==> config.mk <==
export PLATFORM = sky130hd
export DESIGN_NAME = updown_mod_counter_flat
export DESIGN_NICKNAME = d
export VERILOG_FILES = /design/src/rtl/updown_mod_counter_if.sv /design/src/rtl/updown_mod_counter.sv /design/src/flat_wrapper.sv
export SDC_FILE = /design/constraint.sdc
export NUM_CORES = 1
export LEC_CHECK = 0
export BUFFER_PORTS_ARGS = -buffer_cell sky130_fd_sc_hd__buf_2
export CAP_MARGIN = 30
export CELL_PAD_IN_SITES_DETAIL_PLACEMENT = 0
export CELL_PAD_IN_SITES_GLOBAL_PLACEMENT = 1
export CORE_MARGIN = 10
export CORE_UTILIZATION = 37
export CTS_CLUSTER_DIAMETER = 150
export DETAILED_ROUTE_END_ITERATION = 12
export GPL_ROUTABILITY_DRIVEN = 0
export PLACE_DENSITY_LB_ADDON = 0.1
export REMOVE_ABC_BUFFERS = 1
export SYNTH_ARGS = -nofsm -noshare
export SYNTH_HDL_FRONTEND = slang
export SYNTH_SLANG_ARGS = --single-unit
export TNS_END_PERCENT = 20
==> constraint.sdc <==
create_clock -name clk -period 2 [get_ports clk]
set_clock_uncertainty 0.05 [all_clocks]
set_input_delay 0.5 -clock clk [delete_from_list [all_inputs] [get_ports clk]]
set_output_delay 0.5 -clock clk [all_outputs]
set_load 0.05 [all_outputs]
==> src/rtl/updown_mod_counter_if.sv <==
// Control/status bundle for one updown_mod_counter channel.
interface updown_mod_counter_if #(
    parameter int WIDTH = 8
);
    logic             enable;
    logic             up_down;
    logic             clear;
    logic             load;
    logic [WIDTH-1:0] load_val;
    logic [WIDTH-1:0] out;
    logic             tc;
    logic             wrap;

    // Driver side: issues commands, observes count.
    modport master (
        output enable, up_down, clear, load, load_val,
        input  out, tc, wrap
    );

    // Counter side.
    modport slave (
        input  enable, up_down, clear, load, load_val,
        output out, tc, wrap
    );
endinterface

==> src/rtl/updown_mod_counter.sv <==
// Up/down modulo counter (range 0..MAX_VAL) with prescaler, synchronous
// clear/load, and wrap-or-saturate behaviour at the limits.
module updown_mod_counter #(
    parameter int WIDTH    = 8,
    parameter int MAX_VAL  = 2**WIDTH - 1,
    parameter bit SATURATE = 1'b0,
    parameter int PRESCALE = 1
) (
    input  logic                 clk,
    input  logic                 reset,
    updown_mod_counter_if.slave  bus
);
    localparam int               PW       = (PRESCALE > 1) ? $clog2(PRESCALE) : 1;
    localparam logic [WIDTH-1:0] MAX      = MAX_VAL[WIDTH-1:0];
    localparam logic [PW-1:0]    PRE_LAST = PW'(PRESCALE - 1);

    logic [WIDTH-1:0] out_q, out_d;
    logic [PW-1:0]    pre_cnt_q, pre_cnt_d;
    logic             wrap_q, wrap_d;

    logic [WIDTH-1:0] step_val;
    logic             at_limit;
    logic [WIDTH-1:0] load_clamped;

    // Next count for a step in the current direction; limit values are
    // compared explicitly so a non-power-of-two MAX_VAL still wraps correctly.
    always_comb begin
        step_val = out_q;
        at_limit = 1'b0;
        if (bus.up_down) begin
            at_limit = (out_q == MAX);
            if (at_limit) step_val = SATURATE ? MAX : '0;
            else          step_val = out_q + 1'b1;
        end else begin
            at_limit = (out_q == '0);
            if (at_limit) step_val = SATURATE ? '0 : MAX;
            else          step_val = out_q - 1'b1;
        end
    end

    assign load_clamped = (bus.load_val > MAX) ? MAX : bus.load_val;

    // Command priority clear > load > enable; prescaler gates the step.
    always_comb begin
        out_d     = out_q;
        pre_cnt_d = pre_cnt_q;
        wrap_d    = 1'b0;
        if (bus.clear) begin
            out_d     = '0;
            pre_cnt_d = '0;
        end else if (bus.load) begin
            out_d     = load_clamped;
            pre_cnt_d = '0;
        end else if (bus.enable) begin
            if (pre_cnt_q == PRE_LAST) begin
                out_d     = step_val;
                pre_cnt_d = '0;
                wrap_d    = at_limit;
            end else begin
                pre_cnt_d = pre_cnt_q + 1'b1;
            end
        end
    end

    // State registers, cleared asynchronously.
    always_ff @(posedge clk or posedge reset) begin
        if (reset) begin
            out_q     <= '0;
            pre_cnt_q <= '0;
            wrap_q    <= 1'b0;
        end else begin
            out_q     <= out_d;
            pre_cnt_q <= pre_cnt_d;
            wrap_q    <= wrap_d;
        end
    end

    assign bus.out  = out_q;
    assign bus.wrap = wrap_q;
    // Terminal count depends on the live direction, not a registered copy.
    assign bus.tc   = bus.up_down ? (out_q == MAX) : (out_q == '0);
endmodule

==> src/flat_wrapper.sv <==
// flat-port wrapper written by rule: the top's interface ports become plain ports
module updown_mod_counter_flat 
#(
    parameter int WIDTH    = 8,
    parameter int MAX_VAL  = 2**WIDTH - 1,
    parameter bit SATURATE = 1'b0,
    parameter int PRESCALE = 1
)
  (clk, reset, bus_enable, bus_up_down, bus_clear, bus_load, bus_load_val, bus_out, bus_tc, bus_wrap);
  updown_mod_counter_if #(.WIDTH(WIDTH)) bus_i ();
  input  logic clk;
  input  logic reset;
  input wire logic [$bits(bus_i.enable)-1:0] bus_enable;
  input wire logic [$bits(bus_i.up_down)-1:0] bus_up_down;
  input wire logic [$bits(bus_i.clear)-1:0] bus_clear;
  input wire logic [$bits(bus_i.load)-1:0] bus_load;
  input wire logic [$bits(bus_i.load_val)-1:0] bus_load_val;
  output wire logic [$bits(bus_i.out)-1:0] bus_out;
  output wire logic [$bits(bus_i.tc)-1:0] bus_tc;
  output wire logic [$bits(bus_i.wrap)-1:0] bus_wrap;
  assign bus_i.enable = bus_enable;
  assign bus_i.up_down = bus_up_down;
  assign bus_i.clear = bus_clear;
  assign bus_i.load = bus_load;
  assign bus_i.load_val = bus_load_val;
  assign bus_out = bus_i.out;
  assign bus_tc = bus_i.tc;
  assign bus_wrap = bus_i.wrap;
  updown_mod_counter #(.WIDTH(WIDTH), .MAX_VAL(MAX_VAL), .SATURATE(SATURATE), .PRESCALE(PRESCALE)) u_core (.clk(clk), .reset(reset), .bus(bus_i));
endmodule
# Yosys cells after proc, flatten, opt, wreduce, memory -nomap -nowiden
# Index checks and enable logic that the tools add are counted.
# W data, S select, Z words.
[op_classes]
addsub = 3
multipliers = 0
div_mod_pow = 0
order_cmp = 1
n_eq_ne = 2
shift = 0
mux = 17
n_bitwise = 0
n_reduce_logical = 3
[op_table]
columns = ["operator", "n"]
rows = [
  ["$mux W8", 8],
  ["$mux W1", 9],
  ["$add A8 B1 Y8 const B", 1],
  ["$eq A8 B8 Y1 const B", 1],
  ["$gt A8 B8 Y1 const B", 1],
  ["$logic_not A8 Y1", 1],
  ["$sub A8 B1 Y8 const B", 1],
  ["$ne A3 B3 Y1 const B", 1],
  ["$reduce_bool A3 Y1", 1],
  ["$reduce_and A2 Y1", 1],
  ["$add A1 B1 Y1 const B", 1],
]
[word_totals]
reg_bits = 10
latchBits = 0
ram_bits = 0
romBits = 0
inputBits = 14
output_inout_bits = 10
elab_cells = 29
mem_count = 0

# Longest topological paths before layout
# Gate-level depths: netlist of the first run.
[depth]
word_depth = 7
ltp_mapped = 6
mapped_depth_nobuf = 6

# Least setup slack after synthesis of the first run
# OpenSTA, ideal clock, no wires.
[synth_timing]
kind = "register to output"
start = "register u_core.out_q[1], in the netlist u_core.bus.out[1]"
end = "output port bus_tc"
t_arrival_ns = 1.906
t_required_ns = 1.450
path_slack_ns = -0.456
stages_incl_launch_ff = 6
n_path_buf = 0
path_cell_list = "dfrtp_1 > ha_1 > nand4_1 > nor2_1 > nand3_1 > nand2_1"
[synth_via]
elab_chain_cells = 2
elab_cells_between_ends = 3
classes_between = "1 x eq/ne; 1 x mux; 1 x reduce/logical"
[synth_rtl]
columns = ["item", "line", "text"]
rows = [
  ["from (decl)", "updown_mod_counter.sv:17", "logic [WIDTH-1:0] out_q, out_d;"],
  ["from (signal assigned)", "updown_mod_counter.sv:72", "out_q <= out_d;"],
  ["$eq A8 B8 Y1 / $logic_not A8 Y1 (equally long branches)", "updown_mod_counter.sv:81", "assign bus.tc = bus.up_down ? (out_q == MAX) : (out_q == '0);"],
  ["$mux W1 *", "updown_mod_counter.sv:81", ""],
  ["to (decl)", "flat_wrapper.sv:19", "output wire logic [$bits(bus_i.tc)-1:0] bus_tc;"],
]
# Every way passes the cells marked *; elsewhere a longest branch is shown, timed or not.

# Final worst setup path of the first run
# Same ends and word-level chain as after synthesis.

==> results of run 1 <==
synth_stat cells (2+ instances only):
library cell / n / area, µm²
a21oi_1: 9 / 45.0
dfrtp_1: 9 / 225
inv_1: 9 / 33.8
nor2_1: 8 / 30.0
clkbuf_1: 7 / 26.3
nand2_1: 7 / 26.3
nand3_1: 5 / 25.0
nor3b_1: 5 / 37.5
o21ai_0: 5 / 25.0
xnor2_1: 4 / 35.0
and3_1: 3 / 18.8
ha_1: 3 / 37.5
o21a_1: 3 / 22.5
a31o_2: 2 / 17.5
buf_2: 2 / 10.0
nand2b_1: 2 / 12.5
nor3_1: 2 / 10.0
nor4_1: 2 / 12.5
o211a_1: 2 / 20.0
layer usage:
| metal | share of wire (%) | track usage, % | vias up |
|---|---|---|---|
| met5 | 0 | 0 | - |
| met4 | 1.8 | 3.10 | 0 |
| met3 | 5.7 | 4.28 | 10 |
| met2 | 47 | 21.7 | 47 |
| met1 | 45 | 15.2 | 515 |
| li1 | - | - | 517 |
power breakdown:
group          switching [mW]  leakage [nW]  internal (mW)
combinational           0.178         0.497          0.136
clock                  0.0678        0.0150         0.0772
sequential             0.0232         0.117          0.195
through the flow:
step	setup WS, ns	hold WS [ns]	setup TNS (ns)	instances
finish	-0.158	0.145	-0.158	190
global route	-0.244	0.167	-0.314	190
CTS	-0.0347	0.159	-0.0347	187
detailed placement	0.0571	0.444	0	178
global placement	0.0940	0.448	0	178
floorplan	-0.491	0.278	-0.539	105
area by class of cell:
cell class | count | area [µm²] | share of cell area, %
Inverter | 9 | 33.8 | 2.58
Sequential cell | 9 | 226 | 17.3
Timing Repair Buffer | 53 | 350 | 26.8
Clock buffer | 4 | 26.3 | 2.01
Multi-Input combinational cell | 87 | 636 | 48.6
Tap cell | 28 | 35.0 | 2.68
cell usage in the layout (no fill, tap or decap), types with 4 or more instances in the layout:
cell type	count
a21oi_1	9
buf_2	22
buf_4	30
dfrtp_1	8
inv_1	8
nand2_1	6
nor2_1	7
nor3b_1	4
o21ai_0	4
xnor2_1	4
flip-flops by register name, indices dropped and copies added, names as in the netlist:
signal           flops
u_core.bus.out       8
u_core.bus.wrap      1
cells by family after synthesis:
group / Yosys count / share of synthesized area (%)
compound gates: 37 / 29.8
mux: 2 / 2.36
fa+ha+maj: 3 / 4.17
xor+xnor: 4 / 3.89
simple gates: 41 / 25.7
flops: 9 / 25.0
buf+inv: 19 / 9.04
critical path: stages (launching register included):
cell,delay (ns)
dfrtp_1,0.42
ha_2,0.21
nand4_1,0.17
nor2_2,0.21
nand3_2,0.11
nand2_2,0.09
buf_8,0.14
timing repair:
action | in CTS | in global routing
endpoints found under the setup margin | 1 | 4
pin swaps | 5 | 6
buffers inserted | 5 | 3
gates resized for setup | 11 | 4
path summary, 6_finish.rpt:
path,startpoint,to,slack (ns),cells past startpoint
worst max-delay path,u_core.bus.out[1],bus_tc,-0.16,6
worst min-delay path,reset,u_core.bus.wrap,0.15,2
worst max register to register,u_core.bus.out[1],u_core.bus.out[0],0.06,8
worst min register to register,u_core.bus.out[6],u_core.bus.wrap,0.66,4
max in group asynchronous,reset,u_core.bus.out[3],1.47,2
min in group clk,bus_load_val[2],u_core.bus.out[2],0.45,3
==> flow_metrics.env, run 1 <==
export IMPL_status="complete, but fails checks"
export IMPL_violations="setup timing"
export IMPL_grt_pass1_wl_mm=5.29
export IMPL_via_per_inst=5.73
export IMPL_crit_type="flop to primary output"
export IMPL_finalPower_mw=0.676
export IMPL_diodes=0
export IMPL_setup_viol=1
export IMPL_cts_buffer_depth=2
export IMPL_vdd_drop_max_uv=353
export IMPL_timing_max_cap_violations=0
export IMPL_synthFlopType="dfrtp_1"
export IMPL_die_area_um2=4800
export IMPL_nNetsFinal=180
export IMPL_slew_headroom_pct=75.2
export IMPL_start_util_pct=39.9
export IMPL_firstDrtPassIters=4
export IMPL_worst_slew_pin_slew_ns=0.372
export IMPL_cts_sinks=9
export IMPL_period_needed_ns=2.16
export IMPL_yosysSeqAreaShare_pct=25.0
export IMPL_design_area_um2=1310
export IMPL_synth_distinct_cells=45
export IMPL_post_dp_hpwl_mm=2.34
export IMPL_rsz0062_at_grt="yes"
export IMPL_final_util_pct=58.0
export IMPL_startpoint_type="flop"
export IMPL_drt_wl_total_mm=3.21
export IMPL_insertion_delay_ns=0.26
export IMPL_routedWlPerCell_um=16.9
export IMPL_place_area_um2=1170
export IMPL_post_route_period_util_pct=108
export IMPL_drt_iter0_drc=61
export IMPL_worst_slack_ns=-0.158
export IMPL_cts_root_buf="clkbuf_4"
export IMPL_route_detailed_drc=0
export IMPL_numCtsBuffers=3
export IMPL_grt_ovfl_total=0
export IMPL_vias=1089
export IMPL_critical_path_peak_fanout=4
export IMPL_cts_hold_buf=0
export IMPL_ant_nets=0
export IMPL_synth_edff_count=0
export IMPL_grt_usage_pct=12.9
export IMPL_clk_pin_slew_ns=0.06
export IMPL_fillers=228
export IMPL_power_density_nw_per_um2=517
export IMPL_ios=24
export IMPL_cts_htree_levels=1
export IMPL_syn_to_final_growth_pct=45.3
export IMPL_num_rows=17
export IMPL_async_flop_share_pct=100
export IMPL_coreArea_um2=2250
export IMPL_postSynthCellCount=115
export IMPL_hold_viol_final=0
export IMPL_critPathArrivalTime_ns=1.61
export IMPL_end_kind="primary output"
export IMPL_crit_required_ns=1.45
export IMPL_ys_warn_count=0
export IMPL_leakage_nw=0.630
export IMPL_grt_pass1_vias=1110
export IMPL_io_buffers=23
export IMPL_tritoncts="done"
export IMPL_drive_above_1_share_pct=45.1
export IMPL_grt_max_degree=12
export IMPL_netlist_area_um2=900
export IMPL_slew_viol_final=0
export IMPL_ys_ff_latch=9
export IMPL_fmax_mhz=463
export IMPL_fp_dieH_um=69.3
export IMPL_die_w_um=69.3
export IMPL_hold_class="input port to asynchronous set/reset pin"
export IMPL_antenna_found_initial=0
export IMPL_syn_area_per_cell_um2=7.82
Power figures use the tool's default switching activity.
==> run 2, diff against run 1 <==
- CORE_UTILIZATION: 37 -> 39
- CTS_BUF_LIST: default -> sky130_fd_sc_hd__clkbuf_4
==> flow_metrics.env, run 2 (same netlist as run 1, synthesis figures left out) <==
export IMPL_startpoint_type="flop"
export IMPL_slowest_stage="dfrtp_1"
export IMPL_rsz0062_at_grt="yes"
export IMPL_period_needed_ns=2.08
export IMPL_cts_sinks=9
export IMPL_cp_top_family="simple AND/OR/NAND/NOR gates"
export IMPL_tritoncts="done"
export IMPL_cts_root_buf="clkbuf_4"
export IMPL_crit_chain="ha_2 -> nand4_1 -> nor2_2 -> nand3_2 -> nand2_2 -> buf_8"
export IMPL_grt_pass1_vias=1112
export IMPL_hold_class="input port to asynchronous set/reset pin"
export IMPL_critPathArrivalTime_ns=1.53
export IMPL_power_density_nw_per_um2=544
export IMPL_critical_path_peak_fanout=3
export IMPL_worst_slew_pin_slew_ns=0.380
export IMPL_grt_pass1_wl_mm=5.28
export IMPL_end_kind="primary output"
export IMPL_setup_viol=1
export IMPL_syn_to_final_growth_pct=42.8
export IMPL_worst_slack_ns=-0.0780
export IMPL_post_dp_hpwl_mm=2.32
export IMPL_reg2reg_from="u_core.bus.out[0]"
export IMPL_design_area_um2=1280
export IMPL_drt_iter0_drc=92
export IMPL_fmax_mhz=481
export IMPL_route_detailed_drc=0
export IMPL_cts_buffer_depth=2
export IMPL_cts_htree_levels=1
export IMPL_crit_required_ns=1.45
export IMPL_r2r_cells=9
export IMPL_ant_nets=0
export IMPL_vdd_drop_max_uv=362
export IMPL_crit_type="flop to primary output"
export IMPL_num_rows=17
export IMPL_fillers=222
export IMPL_grt_max_degree=14
export IMPL_grt_ovfl_total=0
export IMPL_firstDrtPassIters=4
export IMPL_coreArea_um2=2210
export IMPL_status="complete, but fails checks"
export IMPL_crit_path_max_incr_delay_ns=0.39
export IMPL_fin_setup_tns_ns=-0.0780
export IMPL_drt_wl_total_mm=3.30
export IMPL_post_route_period_util_pct=104
export IMPL_ios=24
export IMPL_slew_headroom_pct=74.6
export IMPL_hold_viol_final=0
export IMPL_die_w_um=68.0
export IMPL_r2r_slack_ns=0.12
export IMPL_numCtsBuffers=3
export IMPL_grt_usage_pct=14.6
export IMPL_insertion_delay_ns=0.26
export IMPL_largest_reg_flops=8
export IMPL_critPathBufInv=1
export IMPL_whs_ns=0.145
export IMPL_start_util_pct=40.7
export IMPL_final_common_cell="buf_4"
export IMPL_diodes=0
export IMPL_die_area_um2=4630
export IMPL_slew_viol_final=0
export IMPL_r2r_end="u_core.bus.out[6]"
export IMPL_fp_dieH_um=68.0
export IMPL_clk_pin_slew_ns=0.07
export IMPL_cts_hold_buf=0
export IMPL_nNetsFinal=177
export IMPL_antenna_found_initial=0
export IMPL_final_cell_mix="buf_4, buf_2, a21oi_1, dfrtp_1"
export IMPL_vias=1075
export IMPL_drive_above_1_share_pct=44.0
export IMPL_routedWlPerCell_um=17.6
export IMPL_leakage_nw=0.620
export IMPL_io_buffers=23
export IMPL_via_per_inst=5.75
export IMPL_place_area_um2=1150
export IMPL_timing_max_cap_violations=0
export IMPL_violations="setup timing"
run 2: cell types whose count changed in the layout (fill, tap and decap cells not counted), sizes merged:
cell  before  now
buf       53   50
run 2: power breakdown:
group | leakage, nW | total [mW] | switching (mW) | internal, mW
combinational | 0.483 | 0.322 | 0.182 | 0.139
sequential | 0.119 | 0.217 | 0.0226 | 0.194
clock | 0.0184 | 0.160 | 0.0690 | 0.0907
total | 0.620 | 0.698 | 0.274 | 0.424
run 2: metrics by stage:
stage          setup slack (ns)  power [mW]  utilization, %  std cells
2_1_floorplan            -0.491       0.392               -        105
5_1_grt                  -0.213       0.740            58.1        187
6_report                -0.0780       0.698            58.1        187
3_3_place_gp              0.101       0.503            52.1        176
3_5_place_dp             0.0592       0.507            52.1        176
4_1_cts                 -0.0404       0.685            56.8        185
run 2: layout make-up:
type	count	area [µm²]	area share (%)
multi-input combinational	87	633	49.3
timing repair buffer	50	328	25.5
sequential	9	225	17.5
tap	28	35.0	2.73
inverter	9	33.8	2.63
clock buffer	4	30.0	2.34
run 2: what timing repair did:
action                     in CTS  in global routing
pin swaps                       5                  4
setup buffers                   5                  2
setup endpoints to repair       1                  1
resized for setup               9                  6
run 2: per-layer routing:
layer	wire length [µm]	part of all wire, %	global-route usage (%)	vias to the layer above
met2	1570	47	24.1	40
met3	275	8.3	3.59	3
met1	1440	44	18.3	523
met4	19	0.58	4.27	0
met5	0	0	0	-
li1	-	-	-	509
run 2: worst max path at each step:
stage | from | endpoint | slack (ns) | depth (start not counted)
6_report | u_core.bus.out[0] | bus_tc | -0.08 | 6
3_3_place_gp | u_core.bus.out[0] | bus_tc | 0.10 | 6
5_1_grt | u_core.bus.out[1] | bus_tc | -0.21 | 6
4_1_cts | u_core.bus.out[0] | bus_tc | -0.04 | 6
2_1_floorplan | u_core.bus.out[1] | bus_tc | -0.49 | 5
3_5_place_dp | u_core.bus.out[0] | bus_tc | 0.06 | 6
==> run 3, diff against run 2 <==
- BUFFER_PORTS_ARGS: -buffer_cell sky130_fd_sc_hd__buf_2 -> -buffer_cell sky130_fd_sc_hd__buf_4
==> flow_metrics.env, run 3 (same netlist as run 1, synthesis figures left out) <==
export IMPL_status="complete, but fails checks"
export IMPL_violations="setup timing"
export IMPL_seq_power_share_pct=30.8
export IMPL_critPathArrivalTime_ns=1.57
export IMPL_io_buffers=23
export IMPL_fillers=218
export IMPL_r2r_end="u_core.bus.out[5]"
export IMPL_fmax_mhz=473
export IMPL_final_cell_mix="buf_4, a21oi_1, inv_1, nor2_1, dfrtp_1"
export IMPL_die_w_um=68.0
export IMPL_cts_htree_levels=1
export IMPL_post_dp_hpwl_mm=2.19
export IMPL_dp_cells=172
export IMPL_routedWlPerCell_um=15.3
export IMPL_crit_type="flop to primary output"
export IMPL_hold_viol_final=0
export IMPL_power_frac_clock_pct=22.9
export IMPL_critPathBufInv=1
export IMPL_cts_sinks=9
export IMPL_grt_max_degree=13
export IMPL_rsz0062_at_grt="yes"
export IMPL_final_cells=183
export IMPL_cts_root_buf="clkbuf_4"
export IMPL_ant_nets=0
export IMPL_insertion_delay_ns=0.26
export IMPL_drive_above_1_share_pct=41.9
export IMPL_clk_pin_slew_ns=0.06
export IMPL_cts_hold_buf=0
export IMPL_swShare_pct=37.6
export IMPL_ios=24
export IMPL_pwr_share_comb_pct=46.3
export IMPL_internal_power_mw=0.430
export IMPL_post_place_ws_ns=0.0971
export IMPL_startpoint_type="flop"
export IMPL_final_common_cell="buf_4"
export IMPL_whs_ns=0.151
export IMPL_diodes=0
export IMPL_vdd_drop_max_uv=394
export IMPL_leakage_nw=0.608
export IMPL_worst_slew_pin_slew_ns=0.363
export IMPL_start_util_pct=40.7
export IMPL_die_area_um2=4630
export IMPL_nNetsFinal=173
export IMPL_final_util_pct=58.7
export IMPL_end_kind="primary output"
export IMPL_r2r_cells=7
export IMPL_via_per_inst=5.49
export IMPL_antenna_found_initial=0
export IMPL_slew_headroom_pct=75.8
export IMPL_tritoncts="done"
export IMPL_r2r_slack_ns=0.13
export IMPL_grt_pass1_wl_mm=4.80
export IMPL_crit_required_ns=1.45
export IMPL_drt_iter0_drc=38
export IMPL_coreArea_um2=2210
export IMPL_critical_path_peak_fanout=4
export IMPL_post_route_period_util_pct=106
export IMPL_numCtsBuffers=3
export IMPL_period_needed_ns=2.12
export IMPL_grt_pass1_vias=1042
export IMPL_crit_chain="ha_2 -> nand4_1 -> nor2_2 -> nand3_2 -> nand2_2 -> buf_8"
export IMPL_cp_top_family="simple AND/OR/NAND/NOR gates"
export IMPL_firstDrtPassIters=4
export IMPL_syn_to_final_growth_pct=44.4
export IMPL_netSwitchingPower_mw=0.259
export IMPL_slowest_stage="dfrtp_1"
export IMPL_finalPower_mw=0.689
export IMPL_reg2reg_from="u_core.bus.out[0]"
export IMPL_num_rows=17
export IMPL_timing_max_cap_violations=0
export IMPL_grt_ovfl_total=0
export IMPL_slew_viol_final=0
export IMPL_vias=1005
export IMPL_crit_path_max_incr_delay_ns=0.41
export IMPL_grt_usage_pct=13.3
export IMPL_largest_reg_flops=8
export IMPL_hold_class="input port to asynchronous set/reset pin"
export IMPL_setup_viol=1
export IMPL_cts_buffer_depth=2
export IMPL_worst_slack_ns=-0.115
export IMPL_drt_wl_total_mm=2.81
export IMPL_power_density_nw_per_um2=531
export IMPL_route_detailed_drc=0
export IMPL_fp_dieH_um=68.0
==> run 3: final cells by class <==
type,count,area (µm²),area share [%]
flip-flops and latches,9,228,17.5
inverters,9,33.8,2.60
well taps,28,35.0,2.70
multi-input cells,87,619,47.7
clock buffers,4,30.0,2.31
repair buffers,46,353,27.2
==> run 3: layer usage <==
layer  wire (µm)  GRT usage [%]  vias to the layer above  part of all wire (%)
met3         145           3.26                        5                   5.2
met5           0              0                        -                     0
met4          45           5.28                        0                   1.6
li1            -              -                      501                     -
met1        1320           16.7                      481                    47
met2        1300           21.4                       18                    46
==> run 3: what timing repair did <==
action                                  CTS  global route
pin swaps                                 5             3
setup buffers                             5             2
endpoints found under the setup margin    1             1
gates resized for setup                   9             2
==> run 3: worst max path at each step <==
stage	from	to	depth (start not counted)
after floorplan	u_core.bus.out[1]	bus_tc	5
after global placement	u_core.bus.out[2]	bus_tc	4
after detailed placement	u_core.bus.out[0]	bus_tc	6
after CTS	u_core.bus.out[0]	bus_tc	6
after global routing	u_core.bus.out[0]	bus_tc	6
final	u_core.bus.out[0]	bus_tc	6
==> run 3: power groups by stage <==
stage	logic (mW)	registers (mW)	clock network (mW)
finish	0.319	0.212	0.157
global route	0.347	0.214	0.177
CTS	0.317	0.212	0.160
detailed placement	0.303	0.213	0
global placement	0.303	0.213	0
floorplan	0.122	0.270	0
==> run 3: through the flow <==
step	instance area [µm²]	setup TNS (ns)
after floorplan	852	-0.539
after global placement	1180	0
after detailed placement	1180	0
after CTS	1280	-0.0577
after global routing	1300	-0.214
final	1300	-0.115
